## src/rtl/mips_ctrl_pkg.sv

```systemverilog
// rtl/mips_ctrl_pkg.sv - shared constants and MDU state encoding for the pipeline controller
package mips_ctrl_pkg;

  localparam int          TW          = 4;
  localparam logic [3:0]  TUSE_NONE   = 4'hF;
  localparam int          MULT_CYCLES = 5;
  localparam int          DIV_CYCLES  = 10;

  typedef enum logic [1:0] {
    MDU_IDLE = 2'd0,
    MDU_MUL  = 2'd1,
    MDU_DIV  = 2'd2
  } mdu_state_t;

  // Counter must hold the longer latency minus one, and is never narrower than 4 bits.
  function automatic int mdu_cnt_width(input int mult_cycles, input int div_cycles);
    int longest;
    int w;
    longest = (mult_cycles > div_cycles) ? mult_cycles : div_cycles;
    w = $clog2(longest);
    return (w < 4) ? 4 : w;
  endfunction

endpackage

```

## src/rtl/mdu_seq.sv

```systemverilog
// rtl/mdu_seq.sv - MDU busy sequencer: IDLE/MUL/DIV FSM with a latency down-counter
module mdu_seq #(
  parameter int MULT_CYCLES = mips_ctrl_pkg::MULT_CYCLES,
  parameter int DIV_CYCLES  = mips_ctrl_pkg::DIV_CYCLES
) (
  input  logic clk,
  input  logic reset,
  input  logic md_go,
  input  logic E_md_div,
  output logic md_busy
);
  import mips_ctrl_pkg::*;

  localparam int CW = mdu_cnt_width(MULT_CYCLES, DIV_CYCLES);

  mdu_state_t    state, state_nxt;
  logic [CW-1:0] cnt, cnt_nxt;

  always_ff @(posedge clk or negedge reset) begin
    if (!reset) begin
      state <= MDU_IDLE;
      cnt   <= '0;
    end else begin
      state <= state_nxt;
      cnt   <= cnt_nxt;
    end
  end

  // Loading N-1 and leaving on cnt==0 gives exactly N busy cycles after the start edge.
  always_comb begin
    state_nxt = state;
    cnt_nxt   = cnt;
    case (state)
      MDU_IDLE: begin
        if (md_go) begin
          state_nxt = E_md_div ? MDU_DIV : MDU_MUL;
          cnt_nxt   = E_md_div ? CW'(DIV_CYCLES - 1) : CW'(MULT_CYCLES - 1);
        end
      end
      MDU_MUL, MDU_DIV: begin
        if (cnt == '0) begin
          state_nxt = MDU_IDLE;
        end else begin
          cnt_nxt = cnt - CW'(1);
        end
      end
      default: begin
        state_nxt = MDU_IDLE;
        cnt_nxt   = '0;
      end
    endcase
  end

  assign md_busy = (state != MDU_IDLE);

endmodule

```

## src/rtl/pipe_hazard_ctrl.sv

```systemverilog
// rtl/pipe_hazard_ctrl.sv - pipeline stall controller (Tuse/Tnew, MDU, ERET); PIPE_CTRL_PERF_EN adds stall_cnt
module pipe_hazard_ctrl #(
  parameter int MULT_CYCLES = mips_ctrl_pkg::MULT_CYCLES,
  parameter int DIV_CYCLES  = mips_ctrl_pkg::DIV_CYCLES,
  parameter int TW          = mips_ctrl_pkg::TW
) (
  input  logic          clk,
  input  logic          reset,
  input  logic          Req,
  input  logic [4:0]    D_rs,
  input  logic [4:0]    D_rt,
  input  logic [TW-1:0] D_rs_Tuse,
  input  logic [TW-1:0] D_rt_Tuse,
  input  logic          D_is_md,
  input  logic          D_is_eret,
  input  logic [4:0]    E_A3,
  input  logic [4:0]    M_A3,
  input  logic          E_write,
  input  logic          M_write,
  input  logic [TW-1:0] E_Tnew,
  input  logic [TW-1:0] M_Tnew,
  input  logic          E_md_start,
  input  logic          E_md_div,
  input  logic          E_mtc0_epc,
  input  logic          M_mtc0_epc,
  output logic          PC_EN,
  output logic          F_D_EN,
  output logic          D_E_clr,
  output logic          md_go,
  output logic          md_busy,
  output logic [31:0]   stall_cnt
);
  import mips_ctrl_pkg::*;

  logic rs_stall, rt_stall, md_stall, eret_stall, stall;

  always_comb begin
    rs_stall = (D_rs != 5'd0) &
               ((E_write & (E_A3 == D_rs) & (D_rs_Tuse < E_Tnew)) |
                (M_write & (M_A3 == D_rs) & (D_rs_Tuse < M_Tnew)));
    rt_stall = (D_rt != 5'd0) &
               ((E_write & (E_A3 == D_rt) & (D_rt_Tuse < E_Tnew)) |
                (M_write & (M_A3 == D_rt) & (D_rt_Tuse < M_Tnew)));
  end

  // Raw E_md_start counts here: the MDU result is unavailable even if the start is later cancelled.
  assign md_stall   = D_is_md & (md_busy | E_md_start);
  assign eret_stall = D_is_eret & (E_mtc0_epc | M_mtc0_epc);
  assign stall      = rs_stall | rt_stall | md_stall | eret_stall;

  assign md_go = reset & E_md_start & ~Req & ~md_busy;

  mdu_seq #(
    .MULT_CYCLES (MULT_CYCLES),
    .DIV_CYCLES  (DIV_CYCLES)
  ) u_mdu_seq (
    .clk      (clk),
    .reset    (reset),
    .md_go    (md_go),
    .E_md_div (E_md_div),
    .md_busy  (md_busy)
  );

  // Reset freezes fetch; Req overrides stalls because the pipeline registers flush on it.
  always_comb begin
    PC_EN   = 1'b1;
    F_D_EN  = 1'b1;
    D_E_clr = 1'b0;
    if (!reset) begin
      PC_EN   = 1'b0;
      F_D_EN  = 1'b0;
      D_E_clr = 1'b1;
    end else if (Req) begin
      PC_EN   = 1'b1;
      F_D_EN  = 1'b1;
      D_E_clr = 1'b0;
    end else if (stall) begin
      PC_EN   = 1'b0;
      F_D_EN  = 1'b0;
      D_E_clr = 1'b1;
    end
  end

`ifdef PIPE_CTRL_PERF_EN
  logic [31:0] stall_cnt_q;

  always_ff @(posedge clk or negedge reset) begin
    if (!reset) begin
      stall_cnt_q <= 32'd0;
    end else if (stall & ~Req) begin
      stall_cnt_q <= stall_cnt_q + 32'd1;
    end
  end

  assign stall_cnt = stall_cnt_q;
`else
  assign stall_cnt = 32'd0;
`endif

endmodule

```

## config.mk

```make
export PLATFORM = sky130hd
export DESIGN_NAME = pipe_hazard_ctrl
export DESIGN_NICKNAME = d
export VERILOG_FILES = /design/src/rtl/mips_ctrl_pkg.sv /design/src/rtl/mdu_seq.sv /design/src/rtl/pipe_hazard_ctrl.sv
export SDC_FILE = /design/constraint.sdc
export NUM_CORES = 1
export LEC_CHECK = 0
export CAP_MARGIN = 5
export CELL_PAD_IN_SITES_DETAIL_PLACEMENT = 1
export CELL_PAD_IN_SITES_GLOBAL_PLACEMENT = 1
export CORE_ASPECT_RATIO = 1.1
export CORE_MARGIN = 4
export CORE_UTILIZATION = 26
export DETAILED_ROUTE_END_ITERATION = 12
export PLACE_DENSITY = 0.94
export SLEW_MARGIN = 20
export SYNTH_ARGS = -nofsm -noshare
export SYNTH_HDL_FRONTEND = slang
export SYNTH_SLANG_ARGS = --single-unit
```

## constraint.sdc

```tcl
create_clock -name clk -period 5.67 [get_ports clk]
set_clock_uncertainty 0.1 [all_clocks]
set_input_delay 0.8505 -clock clk [delete_from_list [all_inputs] [get_ports clk]]
set_output_delay 0.8505 -clock clk [all_outputs]
set_load 0.02 [all_outputs]
```

# After elaboration in Yosys (flattened, before gate mapping)
# Index checks and enable logic that the tools add are counted.
totals:
  out_inout_bits: 37
  inputBits: 47
  word_cells: 62
  reg_bits: 6
op_classes:
  add_sub_neg: 1
  n_eq_ne: 9
  n_lt_le_gt_ge: 4
  bitwise: 24
  muxes: 14
  reduce_logical: 8
ops:
  columns: ["cell", "n"]
  rows:
  - ["5-bit == test", 4]
  - ["4-bit < comparator", 4]
  - ["1-bit bitwise AND", 15]
  - ["4-bit two-way mux", 3]
  - ["5-bit nonzero test", 2]
  - ["4-bit one-hot mux with 2 select lines", 1]
  - ["1-bit OR", 7]
  - ["1-bit two-way mux", 6]
  - ["2-bit two-way mux", 3]
  - ["4-bit zero test", 1]
  - ["2-bit inequality test, second input constant", 2]
  - ["2-bit one-hot mux with 2 select lines", 1]
  - ["2-bit AND reduction", 2]
  - ["4-bit by 1-bit subtractor with 4-bit output, second input constant", 1]
  - ["2-bit by 1-bit == test with 1-bit output, second input constant", 1]
  - ["2-bit == test, second input constant", 1]
  - ["2-bit zero test", 1]
  - ["2-bit by 1-bit inequality test with 1-bit output, second input constant", 1]
  - ["1-bit NOT", 2]
  - ["2-bit nonzero test", 1]
  - ["2-bit OR reduction", 1]

# Depth between registers and ports, before layout
# Gate-level depths: netlist of run 1.
depth:
  depth_word: 11
  mapped_depth: 7
  mapped_depth_nobuf: 6

# Cells and area by module
# A second synthesis of run 1 with hierarchy kept.
hier_totals:
  cells_unflattened: 155
  area_unflattened_um2: 1263.7
by_module_without_submodules:
  columns: ["module", "area_each_um2", "cells_each", "n_inst"]
  rows:
  - ["pipe_hazard_ctrl", 848.3, 115, 1]
  - ["mdu_seq", 415.4, 40, 1]

# Worst setup path before layout of run 1
# No wires, ideal clock.
synth_path:
  kind: "input to output"
  from: "input E_Tnew[1]"
  to: "output PC_EN"
  path_slack_ps: 2318
  n_path_buf: 1
  cell_stages: 7
  required_ps: 4720
  t_arrival_ps: 2401
  cell_sequence: "inv_1 > ha_1 > o21ai_0 > a21oi_1 > o22ai_2 > a221oi_1 > buf_4"
synth_between:
  elab_chain_cells: 10
synth_rtl:
  columns: ["item", "line", "source"]
  rows:
  - ["start, declared", "pipe_hazard_ctrl.sv:20", "input logic [TW-1:0] E_Tnew,"]
  - ["4-bit < comparator, on equally long branches", "pipe_hazard_ctrl.sv:39, pipe_hazard_ctrl.sv:42", null]
  - ["1-bit bitwise AND, on equally long branches", "pipe_hazard_ctrl.sv:39, pipe_hazard_ctrl.sv:42", null]
  - ["1-bit OR, on equally long branches", "pipe_hazard_ctrl.sv:39, pipe_hazard_ctrl.sv:42", null]
  - ["1-bit bitwise AND, on equally long branches", "pipe_hazard_ctrl.sv:38, pipe_hazard_ctrl.sv:41", null]
  - ["1-bit OR (*) (3 in series)", "pipe_hazard_ctrl.sv:49", "assign stall = rs_stall | rt_stall | md_stall | eret_stall;"]
  - ["1-bit two-way mux (*) (3 in series)", null, null]
  - ["end, declared", "pipe_hazard_ctrl.sv:26", "output logic PC_EN,"]
# Every way passes the cells marked *; elsewhere a longest branch is shown, timed or not.

# Final worst setup path of run 1
layout_path:
  from: "input E_Tnew[3]"
  to: "output D_E_clr"
layout_between:
  elab_chain_cells: 10
layout_rtl:
  columns: ["item", "line", "source"]
  rows:
  - ["4-bit < comparator, on equally long branches", "pipe_hazard_ctrl.sv:39, pipe_hazard_ctrl.sv:42", null]
  - ["1-bit bitwise AND, on equally long branches", "pipe_hazard_ctrl.sv:39, pipe_hazard_ctrl.sv:42", null]
  - ["1-bit OR, on equally long branches", "pipe_hazard_ctrl.sv:39, pipe_hazard_ctrl.sv:42", null]
  - ["1-bit bitwise AND, on equally long branches", "pipe_hazard_ctrl.sv:38, pipe_hazard_ctrl.sv:41", null]
  - ["1-bit OR (*) (3 in series)", "pipe_hazard_ctrl.sv:49", null]
  - ["1-bit two-way mux (*)", "pipe_hazard_ctrl.sv:77", "end else if (stall) begin"]
  - ["1-bit two-way mux (*)", "pipe_hazard_ctrl.sv:73", "end else if (Req) begin"]
  - ["1-bit two-way mux (*)", "pipe_hazard_ctrl.sv:69", "if (!reset) begin"]
  - ["end, declared", "pipe_hazard_ctrl.sv:28", "output logic D_E_clr,"]
# Marks and branches as above.

==> results of run 1 <==
## state kept, by name, summed over array words and instances (netlist names)
name,flops
u_mdu_seq.state,2
u_mdu_seq.cnt,4
## area by class of cell
cell class / count / area (µm²)
Fill cell: 553 / 2706
Sequential cell: 6 / 150.1
Timing Repair Buffer: 51 / 510.5
Tap cell: 54 / 67.56
Multi-Input combinational cell: 135 / 878.3
Inverter: 15 / 56.30
Clock buffer: 3 / 41.29
## power groups by stage
stage	registers, mW	clock network [mW]	logic [mW]
finish	0.0770	0.0664	0.265
global route	0.0808	0.0710	0.296
CTS	0.0775	0.0679	0.267
detailed placement	0.0781	0	0.261
global placement	0.0765	0	0.253
floorplan	0.0739	0	0.190
## layer usage
metal	global-route usage [%]	wire, µm	vias up
met5	0	0	-
met1	13.89	1434	554
met2	23.35	1910	62
met3	1.763	291	13
met4	6.273	138	0
li1	-	-	583
## path summary, 6_finish.rpt
check,to,slack [ns],start
max in group asynchronous,u_mdu_seq.cnt[1],4.39,reset
min in group asynchronous,u_mdu_seq.cnt[0],0.81,reset
max reg2reg,u_mdu_seq.cnt[2],3.91,u_mdu_seq.state[1]
min reg2reg,u_mdu_seq.cnt[1],0.42,u_mdu_seq.cnt[1]
min,u_mdu_seq.cnt[1],0.42,u_mdu_seq.cnt[1]
max,D_E_clr,1.52,E_Tnew[3]
## kinds of logic after synthesis
group,after synthesis,share of synthesized area (%)
compound gates,32,16.46
xor+xnor,21,15.12
fa+ha+maj,15,15.43
buf+inv,48,25.00
flops,6,12.35
mux,1,0.8231
other cells,1,0.3083
simple gates,34,14.51
## stage by stage
step	instance area (µm²)	setup slack, ns	total power [mW]	hold WS, ns	std cells
final	1704	1.518	0.4087	0.4246	264
after global routing	1704	1.398	0.4475	0.4591	264
after CTS	1704	1.524	0.4122	0.4282	264
after detailed placement	1663	1.551	0.3388	0.4194	261
after global placement	1663	1.633	0.3291	0.3998	261
after floorplan	1333	2.318	0.2643	0.3719	189
## layout by cell type, fill, tap and decap left out, drive strengths merged, types with 4 or more instances in the layout
master         synthesis  final
a21oi                  9      9
nand4                  4      4
conb                   1     32
xnor2                 16     16
inv                   15     15
o21ai                 12     12
ha                    15     15
nand2b                 5      5
nand2                  9      9
clkdlybuf4s50          0     51
xor2                   5      5
nor2                   7      7
dfrtp                  6      6
## worst min-delay path, stage by stage, from the launching register on
cell	delay, ns
dfrtp_1	0.36
nand2_1	0.06
o21ai_0	0.07
==> metrics.yaml, run 1 <==
hold_viol: 0
grt_start_max_net_pins: 10
path_clk_slew_ns: 0.04
yosys.cell_count.top_type: "buf_4"
setup.worst_path.start_class: "input pin"
min_period_over_period_pct: 73.22
insertion_delay_ns: 0.23
synth.yosys.seq_area_share_pct: 12.35
placeable_core_region_mm2: 0.004410
grt_usage_pct: 12.71
max_buffers_root_to_sink: 2
cts-buffers-inserted: 3
timing.setup.tns_ns: 0
count_of_buffering_cells_on_the_critical_path_with_inverters_included: 3
pwr-share-clk_pct: 16.2
routabilityCongestion: 0.8954
synth.area.top_cells: "buf_4 20%, ha_1 15%, dfrtp_1 12%"
drive_gt1_share_pct: 2.381
synth_seq_cells: 6
timing.critical_path.arrival_ns: 3.20
floorplan.die.width_um: 73.21
synthCells: 158
synth_async_sr_flop_share_pct: 100.0
total_number_of_vias: 1212
r2r_cells: 6
numPortBuffers: 51
die-height_um: 79.73
synth_top_flop_cell: "dfrtp_1"
min_path_type: "reg2reg"
num_antenna_cells: 0
wire_per_inst_um: 14.30
critPathTopFamily: "buffers and inverters"
critPathRequiredTime_ns: 4.72
cells_along_the_critical_path: "clkdlybuf4s50_1, inv_1, ha_1, a2111oi_0, o21ai_0, o22ai_1, a221o_1, clkdlybuf4s50_1"
whs_path_depth: 2
power.ir.vdd_worst_uv: 193.9
cts_tree: "built"
intPower_mw: 0.2260
synthesis.area_per_instance_um2: 7.697
outcome: "finished clean"
grt-ovfl-total: 0
clock_tree.root_cell: "clkbuf_8"
timing.critical_path.fanout_max: 2
dp_hpwl_um: 3336
synth_warn: 0
floorplan.die_area_mm2: 0.005837
flow.area_growth_from_synthesis_pct: 40.12
combPwrFrac_pct: 64.9
post_cts.repair.setup_buffers: 0
final-setup-viol-count: 0
synth_enable_flop_cells: 0
initial_utilization_pct: 27.57
detail_route.wirelength_um: 3774
setup.worst_path.class: "in2out"
cp_slowest_stage_delay_ns: 0.60
antenna_nets_post_route: 0
vias_per_cell: 4.591
grt_first_pass_wirelength_um: 5865
drt_first_iter_violations: 26
ioPinCount: 84
static-leakage-power_nw: 0.7562
pwr-share-seq_pct: 18.9
grt_antenna_before_repair: 0
final-max-slew-violation-count: 0
final_net_count: 274
row_count: 25
critical_path.endpoint_type: "output pin"
setup_repair_after_global_routing_missed_its_margin: "false"
post-synth-top-area-cell: "buf_4"
cts-hold-fix-buffers: 0
route.detailed.drc: 0
post_synth_instance_area_mm2: 0.001216
drt-pass1-iter-count: 4
timing.critical_path.depth: 8
fin_util_pct: 38.64
crit_slowest_cell: "clkdlybuf4s50_1"
clock_sinks: 6
post_cts.resized_instances: 0
yosysUniqueCellTypes: 29
yosys.area.top_type_share_pct: 20.37
top_post_synthesis_cells_by_count: "33 x buf_4, 16 x xnor2_1, 15 x ha_1, 15 x inv_1, 11 x o21ai_0"
post-route-min-period_ns: 4.152
switching_power_mw: 0.1827
timing.max_cap.violations: 0
cellPowerDensity_mw_per_mm2: 239.8
power_switching_share_pct: 44.70
cts.htree.levels: 1
fmax_ghz: 0.2409
first_global_vias: 1268
crit_top_cell: "clkdlybuf4s50_1"
(Power assumes the default switching activity.)
==> run 2: changes to the inputs <==
CORE_UTILIZATION = 24   (was 26)
PLACE_DENSITY = 0.88   (was 0.94)
clock period = 4.2 ns   (was 5.67 ns; I/O delays follow)
==> run 2 against run 1 <==
Setup slack got worse by 1.0 ns. Worst hold slack lost 0.019 ns. Core utilization is 2.8 points lower. Count of clock-buffer cells in the layout stayed put. First-iteration DRC count up 23%. Global-route usage shrank 0.54 points. Combinational power rose by 35%. Final area up 0.59%. Critical path type unchanged. Largest power group unchanged.
==> metrics.yaml, run 2 (synthesis results as in run 1) <==
outcome: "finished clean"  # unchanged
timing.critical_path.arrival_ns: 3.00  # was 3.20 ns
path_clk_slew_ns: 0.04  # about the same
layout.cell_area.non_filler_mm2: 0.001714  # was 0.001704 mm²
vias_per_cell: 4.386  # was 4.591
num_antenna_cells: 0  # unchanged
wire_per_inst_um: 14.30  # about the same
r2r_cells: 6  # unchanged
commonest_cells_after_routing_fill_and_taps_aside: "51 x clkdlybuf4s50_1, 32 x conb_1, 16 x xnor2_1"  # unchanged
initial_utilization_pct: 25.43  # was 27.57%
post-route-worst-setup-slack_ns: 0.4737  # was 1.518 ns
setup.worst_path.start_class: "input pin"  # unchanged
first_global_vias: 1293  # was 1268
grt-ovfl-total: 0  # unchanged
r2r_end: "u_mdu_seq.cnt[2]"  # unchanged
critical_path.reg2reg.startpoint: "u_mdu_seq.state[0]"  # was u_mdu_seq.state[1]
die-height_um: 82.66  # was 79.73 µm
cts.htree.levels: 1  # unchanged
ioPinCount: 84  # unchanged
final-setup-viol-count: 0  # unchanged
report.power.total_mw: 0.5491  # was 0.4087 mW
setup.worst_path.end: "D_E_clr"  # unchanged
total_number_of_vias: 1171  # was 1212
drive_gt1_share_pct: 2.844  # was 2.381%
cp-startpoint: "E_Tnew[3]"  # unchanged
row_count: 26  # was 25
routabilityCongestion: 0.9097  # was 0.8954
critPathRequiredTime_ns: 3.47  # was 4.72 ns
post-route-min-period_ns: 3.726
static-leakage-power_nw: 0.7611  # was 0.7562 nW
cts-hold-fix-buffers: 0  # unchanged
min_period_over_period_pct: 88.72
grt_first_pass_wirelength_um: 5802  # was 5865 µm
drt_first_iter_violations: 32  # was 26
post_cts.resized_instances: 0  # unchanged
setup_repair_after_global_routing_missed_its_margin: "false"  # unchanged
insertion_delay_ns: 0.22  # was 0.23 ns
cts-buffers-inserted: 3  # unchanged
final-max-slew-violation-count: 0  # unchanged
mostFrequentLayoutCell: "clkdlybuf4s50_1"  # unchanged
antenna_nets_post_route: 0  # unchanged
dp_area_mm2: 0.001673  # was 0.001663 mm²
biggestRegsByFlops: "u_mdu_seq.cnt: 4 flops, u_mdu_seq.state: 2 flops"  # unchanged
flow.area_growth_from_synthesis_pct: 40.95  # was 40.12%
hold_viol: 0  # unchanged
place_ws_ns: 0.4932  # was 1.551 ns
critical_path.endpoint_type: "output pin"  # unchanged
setup.worst_path.class: "in2out"  # unchanged
post_cts.repair.setup_buffers: 0  # unchanged
clock_tree.root_cell: "clkbuf_8"  # unchanged
grt_usage_pct: 12.18  # was 12.71%
floorplan.die.width_um: 75.87  # was 73.21 µm
drt-pass1-iter-count: 4  # unchanged
detail_route.wirelength_um: 3817  # was 3774 µm
final_net_count: 275  # was 274
route.detailed.drc: 0  # unchanged
placeable_core_region_mm2: 0.004782  # was 0.004410 mm²
grt_start_max_net_pins: 9  # was 10
power.ir.vdd_worst_uv: 268.2  # was 193.9 µV
timing.critical_path.fanout_max: 2  # unchanged
cts_tree: "built"  # unchanged
grt_antenna_before_repair: 0  # unchanged
flip_flop_count_of_the_largest_register_after_layout: 4  # unchanged
max_buffers_root_to_sink: 2  # unchanged
timing.max_cap.violations: 0  # unchanged
min_path_type: "reg2reg"  # unchanged
largest_register: "u_mdu_seq.cnt"  # unchanged
dp_hpwl_um: 3426  # was 3336 µm
numPortBuffers: 51  # unchanged
clock_sinks: 6  # unchanged
cellPowerDensity_mw_per_mm2: 320.3  # was 239.8 mW/mm²
fmax_ghz: 0.2684
floorplan.die_area_mm2: 0.006271  # was 0.005837 mm²
worst-r2r-setup-slack_ns: 2.39  # was 3.91 ns
timing.setup.tns_ns: 0  # unchanged
-- run 2: cell types whose count changed in the layout (fill, tap and decap cells not counted), sizes merged --
cell / before / now
buf: 0 / 1
-- run 2: cell type report --
| type | count | area, µm² |
|---|---|---|
| multi-input cells | 135 | 878.3 |
| clock buffers | 3 | 41.29 |
| inverters | 15 | 56.30 |
| repair buffers | 52 | 518.0 |
| well taps | 56 | 70.07 |
| flip-flops and latches | 6 | 150.1 |
| fillers | 606 | 3068 |
-- run 2: where the power goes --
group          internal (mW)  switching [mW]
Clock                 0.0617          0.0262
Combinational          0.160           0.198
Sequential            0.0847          0.0191
Total                  0.306           0.243
-- run 2: worst min-delay path by stage --
| stage | startpoint | endpoint | slack (ns) | cells after the start |
|---|---|---|---|---|
| CTS | u_mdu_seq.cnt[0] | u_mdu_seq.cnt[0] | 0.41 | 2 |
| global route | u_mdu_seq.cnt[0] | u_mdu_seq.cnt[0] | 0.47 | 2 |
| global placement | u_mdu_seq.cnt[0] | u_mdu_seq.cnt[0] | 0.40 | 2 |
| finish | u_mdu_seq.cnt[0] | u_mdu_seq.cnt[0] | 0.41 | 2 |
| floorplan | reset | u_mdu_seq.cnt[0] | 0.23 | 0 |
| detailed placement | u_mdu_seq.cnt[0] | u_mdu_seq.cnt[0] | 0.40 | 2 |
-- run 2: routing by layer --
layer,up-vias,global-route usage [%],wire length (µm)
met3,8,2.421,296
met2,49,24.23,2016
met5,-,0,0
li1,581,-,-
met4,0,3.846,70
met1,533,12.22,1433
-- run 2: stage by stage --
stage	utilization, %	hold slack, ns	std cells
final	35.85	0.4057	267
after global routing	35.85	0.4672	267
after CTS	35.85	0.4123	267
after detailed placement	34.98	0.4042	264
after global placement	34.98	0.3991	264
after floorplan	-	0.2344	189
-- run 2: critical path, stage by stage --
cell,delay (ns)
clkdlybuf4s50_1,0.45
inv_1,0.05
ha_1,0.28
a2111oi_0,0.39
o21ai_0,0.15
o22ai_1,0.25
a221o_1,0.19
clkdlybuf4s50_1,0.60
